### src/rtl/fetch_unit.sv
// fetch_unit: instruction fetch stage (IF).
// Produces the next fetch address, tracks the pc of the instruction group
// returned by the synchronous SRAM, and holds a branch redirect that arrives
// while IF is stalled.
//
// Ports:
//   clk             rising-edge clock
//   rst             asynchronous, active-low reset
//   stall[5:0]      pipeline stall vector, stall[0] holds IF
//   flush           exception/ERET redirect strobe
//   new_pc[31:0]    redirect target used with flush
//   br_bus[32:0]    {br_e, br_addr[31:0]} branch redirect from ID
//   inst_sram_en    fetch request enable
//   inst_sram_addr  fetch address (combinational next_pc)
//   if_to_id_bus    {discard_current_inst, ce, pc[31:0]}
//   adel            fetch address error for the current pc
//
// Optional macro IF_ADEL_CHECK_EN: enables misaligned fetch detection.
//
// state   | meaning
// RUN     | normal sequential fetch, no pending redirect
// HOLD_BR | branch taken during a stall; held group is stale, pend_addr
//         | is re-requested until the stall clears
module fetch_unit (
  input  logic        clk,
  input  logic        rst,
  input  logic [5:0]  stall,
  input  logic        flush,
  input  logic [31:0] new_pc,
  input  logic [32:0] br_bus,
  output logic        inst_sram_en,
  output logic [31:0] inst_sram_addr,
  output logic [33:0] if_to_id_bus,
  output logic        adel
);

  localparam logic [31:0] RESET_PC = 32'hBFBF_FFF8;

  typedef enum logic {RUN = 1'b0, HOLD_BR = 1'b1} state_t;

  state_t      state_q, state_d;
  logic [31:0] pc_q, pc_d;
  logic        ce_q, ce_d;
  logic        discard_q, discard_d;
  logic        pend_valid_q, pend_valid_d;
  logic [31:0] pend_addr_q, pend_addr_d;

  logic        br_e;
  logic [31:0] br_addr;
  logic        if_stall;
  logic [31:0] next_pc;
  logic        unused_stall;

  assign br_e     = br_bus[32];
  assign br_addr  = br_bus[31:0];
  assign if_stall = stall[0];
  // Only stall[0] concerns IF; the other stages' bits are ignored here.
  assign unused_stall = ^stall[5:1];

  always_comb begin
    next_pc = pc_q + 32'd8;
    if (flush)                         next_pc = new_pc;
    else if (br_e)                     next_pc = br_addr;
    else if (pend_valid_q && !if_stall) next_pc = pend_addr_q;
    else if (if_stall)                 next_pc = pc_q;
  end

  always_comb begin
    pc_d         = pc_q;
    ce_d         = 1'b1;
    state_d      = state_q;
    discard_d    = discard_q;
    pend_valid_d = pend_valid_q;
    pend_addr_d  = pend_addr_q;

    if (!if_stall || flush || br_e) pc_d = next_pc;

    if (flush) begin
      state_d      = RUN;
      discard_d    = 1'b0;
      pend_valid_d = 1'b0;
    end else begin
      case (state_q)
        RUN: begin
          if (br_e && if_stall) begin
            // pc already moved to the target, but the group held in the
            // SRAM output belongs to the old path.
            state_d      = HOLD_BR;
            discard_d    = 1'b1;
            pend_valid_d = 1'b1;
            pend_addr_d  = br_addr;
          end
        end
        HOLD_BR: begin
          if (if_stall) begin
            if (br_e) pend_addr_d = br_addr;
          end else begin
            // a branch arriving on the release cycle wins via next_pc
            state_d      = RUN;
            discard_d    = 1'b0;
            pend_valid_d = 1'b0;
          end
        end
        default: state_d = RUN;
      endcase
    end
  end

  always_ff @(posedge clk or negedge rst) begin
    if (!rst) begin
      state_q      <= RUN;
      pc_q         <= RESET_PC;
      ce_q         <= 1'b0;
      discard_q    <= 1'b0;
      pend_valid_q <= 1'b0;
      pend_addr_q  <= 32'd0;
    end else begin
      state_q      <= state_d;
      pc_q         <= pc_d;
      ce_q         <= ce_d;
      discard_q    <= discard_d;
      pend_valid_q <= pend_valid_d;
      pend_addr_q  <= pend_addr_d;
    end
  end

  assign inst_sram_addr = next_pc;
  assign if_to_id_bus   = {discard_q, ce_q, pc_q};

`ifdef IF_ADEL_CHECK_EN
  assign adel         = ce_q & (pc_q[1:0] != 2'b00);
  assign inst_sram_en = rst & (next_pc[1:0] == 2'b00);
`else
  assign adel         = 1'b0;
  assign inst_sram_en = rst;
`endif

endmodule
### config.mk
export PLATFORM = sky130hd
export DESIGN_NAME = fetch_unit
export DESIGN_NICKNAME = d
export VERILOG_FILES = /design/src/rtl/fetch_unit.sv
export SDC_FILE = /design/constraint.sdc
export NUM_CORES = 1
export LEC_CHECK = 0
export ABC_AREA = 1
export CORE_ASPECT_RATIO = 0.8
export CORE_MARGIN = 8
export CORE_UTILIZATION = 30
export CTS_CLUSTER_SIZE = 25
export DETAILED_ROUTE_END_ITERATION = 8
export DONT_BUFFER_PORTS = 1
export SLEW_MARGIN = 20
export SYNTH_ARGS = -nofsm -noshare
export SYNTH_HDL_FRONTEND = slang
export SYNTH_SLANG_ARGS = --single-unit
### constraint.sdc
create_clock -name clk -period 2.7 [get_ports clk]
set_input_delay 0.135 -clock clk [delete_from_list [all_inputs] [get_ports clk]]
set_output_delay 0.135 -clock clk [all_outputs]
set_load 0.005 [all_outputs]
# Yosys cells after proc, flatten, opt, wreduce, memory -nomap -nowiden
# Index checks and enable logic that the tools add are counted.
[word_totals]
register_bits = 67
latch_bits = 0
ramBits = 0
mem_bits_ro = 0
out_inout_bits = 68
word_cells = 36
memories = 0
[classes]
n_addsub = 1
multipliers = 0
div_mod_pow = 0
magnitude_cmp = 0
eq_ne = 5
shift = 0
muxes = 16
n_bitwise = 2
n_reduce_logical = 7
[ops]
columns = ["operator", "count"]
rows = [
  ["2-to-1 mux 32 bit", 7],
  ["one-hot mux 32 bit (2 select lines)", 1],
  ["adder 32 x 4 -> 32 bit, second input constant", 1],
  ["2-to-1 mux 1 bit", 6],
  ["inequality test 2 bit, second input constant", 3],
  ["inequality test 3 bit, second input constant", 2],
  ["one-hot mux 1 bit (2 select lines)", 2],
  ["AND reduction 4 bit", 1],
  ["logical AND 1 bit", 2],
  ["logical OR 1 bit", 2],
  ["inverter 1 bit", 2],
  ["AND reduction 2 bit", 1],
  ["logical NOT 1 bit", 1],
]

# Depth between registers and ports, before layout
[depth]
depth_word = 5
depth_mapped = 12
mapped_depth_nobuf = 12

# Least setup slack after synthesis
# OpenSTA, ideal clock, no wires.
[synth_timing]
path_type = "reg-to-output"
from = "register pc_q[3]"
to = "output inst_sram_addr[9]"
t_arrival_ns = 1.614
slack_ns = 0.951
path_stages_with_launch = 9
path_buffers = 0
path_cell_list = "dfstp_2 > ha_1 > nand2_4 > nor2_8 > nand2_1 > or2_0 > a21oi_1 > nor2_1 > o21ai_0"
[synth_via]
elab_chain_len = 5
[synth_lines]
columns = ["item", "line", "rtl"]
rows = [
  ["start: declaration", "42", "logic [31:0] pc_q, pc_d;"],
  ["start signal: assignment", "119", "pc_q <= pc_d;"],
  ["adder 32 x 4 -> 32 bit", "61", "next_pc = pc_q + 32'd8;"],
  ["2-to-1 mux 32 bit", "65", "else if (if_stall) next_pc = pc_q;"],
  ["2-to-1 mux 32 bit", "64", "else if (pend_valid_q && !if_stall) next_pc = pend_addr_q;"],
  ["2-to-1 mux 32 bit", "63", "else if (br_e) next_pc = br_addr;"],
  ["2-to-1 mux 32 bit", "62", "if (flush) next_pc = new_pc;"],
  ["end: declaration", "32", "output logic [31:0] inst_sram_addr,"],
]
# Every way passes these cells.

# Final worst setup path
[layout_timing]
from = "register pc_q[3]"
to = "register pc_q[21]"
[layout_via]
elab_chain_len = 5
[layout_lines]
columns = ["item", "line"]
rows = [
  ["adder 32 x 4 -> 32 bit", "61"],
  ["2-to-1 mux 32 bit", "65"],
  ["2-to-1 mux 32 bit", "64"],
  ["2-to-1 mux 32 bit", "63"],
  ["2-to-1 mux 32 bit", "62"],
]
# Every way passes these cells.
# A chain may end at the register's enable or synchronous reset.

==> flow_summary_export.csv <==
group,metric,value,unit
status,status,"finished, final reports clean",
clock_tree,path_clk_slew,60,ps
layout,layout_commonest_cell,"nand2_1",
layout,fill_cells,1472,
critical_path,endpoint_kind,"flip-flop",
yosys,async_flop_share,1.00,
critical_path,r2r_cells,10,
critical_path,critPathSlowestCell,"dfstp_2",
power_and_ir_drop,vdd_drop_max,0.305,mV
timing,worstMarginPinSlew,774,ps
critical_path,critPathLaunchType,"flip-flop",
timing,setup_viol,0,
grt,grt_pass1_wl,23700,microns
timing,period_needed,2520,ps
yosys,ys.flop_type,"dfrtp_1",
yosys,synth_nets,700,
drt,via_per_inst,4.79,
clock_tree,cts_tree,"built",
yosys,synth-seq-cells,67,
timing,final.setup.tns,0,ps
drt,firstDrtPassIters,7,
floorplanning,coreArea,14100,sq um
critical_path,crit_chain,"ha_1, nand2_4, nor2_8, nand3_2, nor2_2, xor2_1, o21bai_1, nand2_1, nand2_1, dlygate4sd3_1",
critical_path,timing.rr.end,"pc_q[21]$_DFFE_PN1P_",
critical_path,path_class,"reg -> reg",
critical_path,max_stage_delay,600,ps
timing,relSlewSlack,0.482,
place,hpwl,9990,microns
yosys,avgSynthCellArea,6.80,sq um
clock_tree,clock_latency,350,ps
grt,grt_pass1_vias,4340,
clock_tree,ctsHtreeMaxLevel,3,
layout,fin_nets,773,
floorplanning,num_io_pins,142,
grt,use_met2,0.254,
yosys,yosys_warnings,0,
clock_tree,clockBufferDepth,2,
layout,seq_area,1710,sq um
hold_path,worstHoldStart,"new_pc[1]",
yosys,synth_edf_count,0,
layout,final_cell_mix,"nand2_1, dlygate4sd3_1, inv_1",
critical_path,cpMostUsedCell,"nand2_1",
place,numPortBuffers,0,
floorplanning,dieArea,18300,sq um
layout,drive_gt1_frac,0.101,
layout,antenna_cells,0,
critical_path,crit_buf_inv,1,
drt,post_drt_wl_per_cell,16.6,microns
grt,grt_max_degree,68,
place,placed_area,4400,sq um
timing,slew_viol_final,0,
layout,areaGrowthSynthToFinish,30.6,%
critical_path,reg2reg_from,"pc_q[3]$_DFFE_PN1P_",
timing,fmax,397,MHz
critical_path,regToRegSetupSlack,180,ps
grt,antenna_found_initial,0,
critical_path,cp_max_fo,6,
critical_path,cp.required,2970,ps
hold_path,holdPathStages,2,
place,pre_cts_slack,602,ps
grt,top_usage_layer,"met2",
drt,first_iter_violations,223,
grt,grtUsageMet1,0.228,
clock_tree,clock-sinks,67,
grt,grt_use_total,0.167,
layout,postLayoutCellArea,5550,sq um
critical_path,cp_top_family,"simple AND/OR/NAND/NOR gates",
floorplanning,die_height,122,microns
yosys,ys_types,35,
clock_tree,numCtsBuffers,9,
yosys,netlist_area,4250,sq um
layout,finish.utilization,0.395,
yosys,synthCells,625,
floorplanning,dieWidth,149,microns
grt,use_met3,0.0483,
power_and_ir_drop,power,2990,uW
grt,overflow,0,
power_and_ir_drop,p_leak,0.00271,uW
drt,totalWireLength,14800,microns
critical_path,worstPathArrival,2790,ps
floorplanning,row_count,39,
drt,antenna_left,0,
yosys,seq_area_frac_synth,0.402,
drt,drcViolationCount,0,
timing,skew,5.86,ps
floorplanning,start_util,0.302,
timing,final_hold_viol_count,0,
layout,multiInputGateArea,2160,sq um
power_and_ir_drop,p_per_area,539,nW/um^2
hold_path,holdPathEnd,"pc_q[1]$_DFFE_PN0P_",
hold_path,min_path_type,"in -> reg",
timing,timing.final.ws_setup,183,ps
drt,vias,4248,
run,cap_violations,0,
timing,finalCritPeriodShare,0.932,
timing,rsz0062_at_grt,"false",
clock_tree,cts_setup_buffers,0,
place,gp_congestion,0.807,
clock_tree,ctsRootBufferMaster,"clkbuf_16",
==> how the worst max path moves through the flow <==
stage | end | slack (ps) | from | cells past startpoint
2_1_floorplan | inst_sram_addr[9] | 950 | pc_q[3]$_DFFE_PN1P_ | 8
3_3_place_gp | inst_sram_addr[19] | 610 | pc_q[3]$_DFFE_PN1P_ | 11
3_5_place_dp | inst_sram_addr[19] | 600 | pc_q[3]$_DFFE_PN1P_ | 11
4_1_cts | pc_q[19]$_DFFE_PN1P_ | 150 | pc_q[3]$_DFFE_PN1P_ | 12
5_1_grt | pc_q[19]$_DFFE_PN1P_ | 20 | pc_q[3]$_DFFE_PN1P_ | 12
6_report | pc_q[21]$_DFFE_PN1P_ | 180 | pc_q[3]$_DFFE_PN1P_ | 10
==> Yosys cell counts (5+ instances only) <==
| cell | count | share of area |
|---|---|---|
| inv_1 | 63 | 0.056 |
| xor2_1 | 5 | 0.010 |
| a31oi_1 | 13 | 0.019 |
| a21oi_1 | 31 | 0.037 |
| dfstp_2 | 27 | 0.17 |
| o21bai_1 | 5 | 0.0088 |
| nor2_2 | 5 | 0.0074 |
| nor2_1 | 41 | 0.036 |
| clkbuf_1 | 17 | 0.015 |
| o21ai_1 | 6 | 0.0071 |
| dfrtp_1 | 40 | 0.24 |
| o211ai_1 | 9 | 0.016 |
| nand3_1 | 34 | 0.040 |
| nand2_1 | 245 | 0.22 |
| o21ai_0 | 35 | 0.041 |
| buf_2 | 8 | 0.0094 |
==> sequential cells by signal, summed over array words and instances (netlist names) <==
| signal | flops |
|---|---|
| state_q | 1 |
| pend_addr_q | 32 |
| pc_q | 32 |
| pend_valid_q | 1 |
| ce_q | 1 |
==> timing repair <==
item / in CTS / in global routing
endpoints found under the hold margin: 126 / 0
gates resized for setup: 0 / 1
hold buffers: 84 / 0
setup endpoints to repair: 0 / 2
==> final cells by class <==
cell class / count / area share
well taps: 184 / 0.0415
clock buffers: 9 / 0.0406
multi-input cells: 462 / 0.388
clock inverters: 7 / 0.00924
inverters: 66 / 0.0451
flip-flops and latches: 67 / 0.308
repair buffers: 92 / 0.167
==> routing by layer <==
layer | vias up | part of all wire
li1 | 2132 | -
met1 | 1972 | 0.47
met2 | 135 | 0.45
met3 | 9 | 0.064
met4 | 0 | 0.012
met5 | - | 0
==> power by group <==
part | internal [uW] | total (uW) | switching (uW)
combinational | 252 | 586 | 334
sequential | 1160 | 1290 | 123
clock | 626 | 1120 | 495
==> logic make-up (layout without fill, tap and decap cells) <==
logic type                 Yosys count  count (layout)  share of synthesized area
AOI/OAI and AO/OA                  106             106                      0.140
xor gates and xnor gates             7               7                     0.0144
adders and majority gates            1               1                    0.00294
buffers and inverters               96             174                     0.0913
DFF                                 67              67                      0.402
other                                2               2                    0.00177
and+or+nand+nor                    346             346                      0.347
==> metrics by stage <==
step           std cells  hold WS [ps]
4_1_cts              887          1.63
3_3_place_gp         787          -158
6_report             887          8.36
5_1_grt              887          14.2
3_5_place_dp         787          -158
2_1_floorplan        625          -161
No activity file was read; power rests on OpenSTA's default activity.
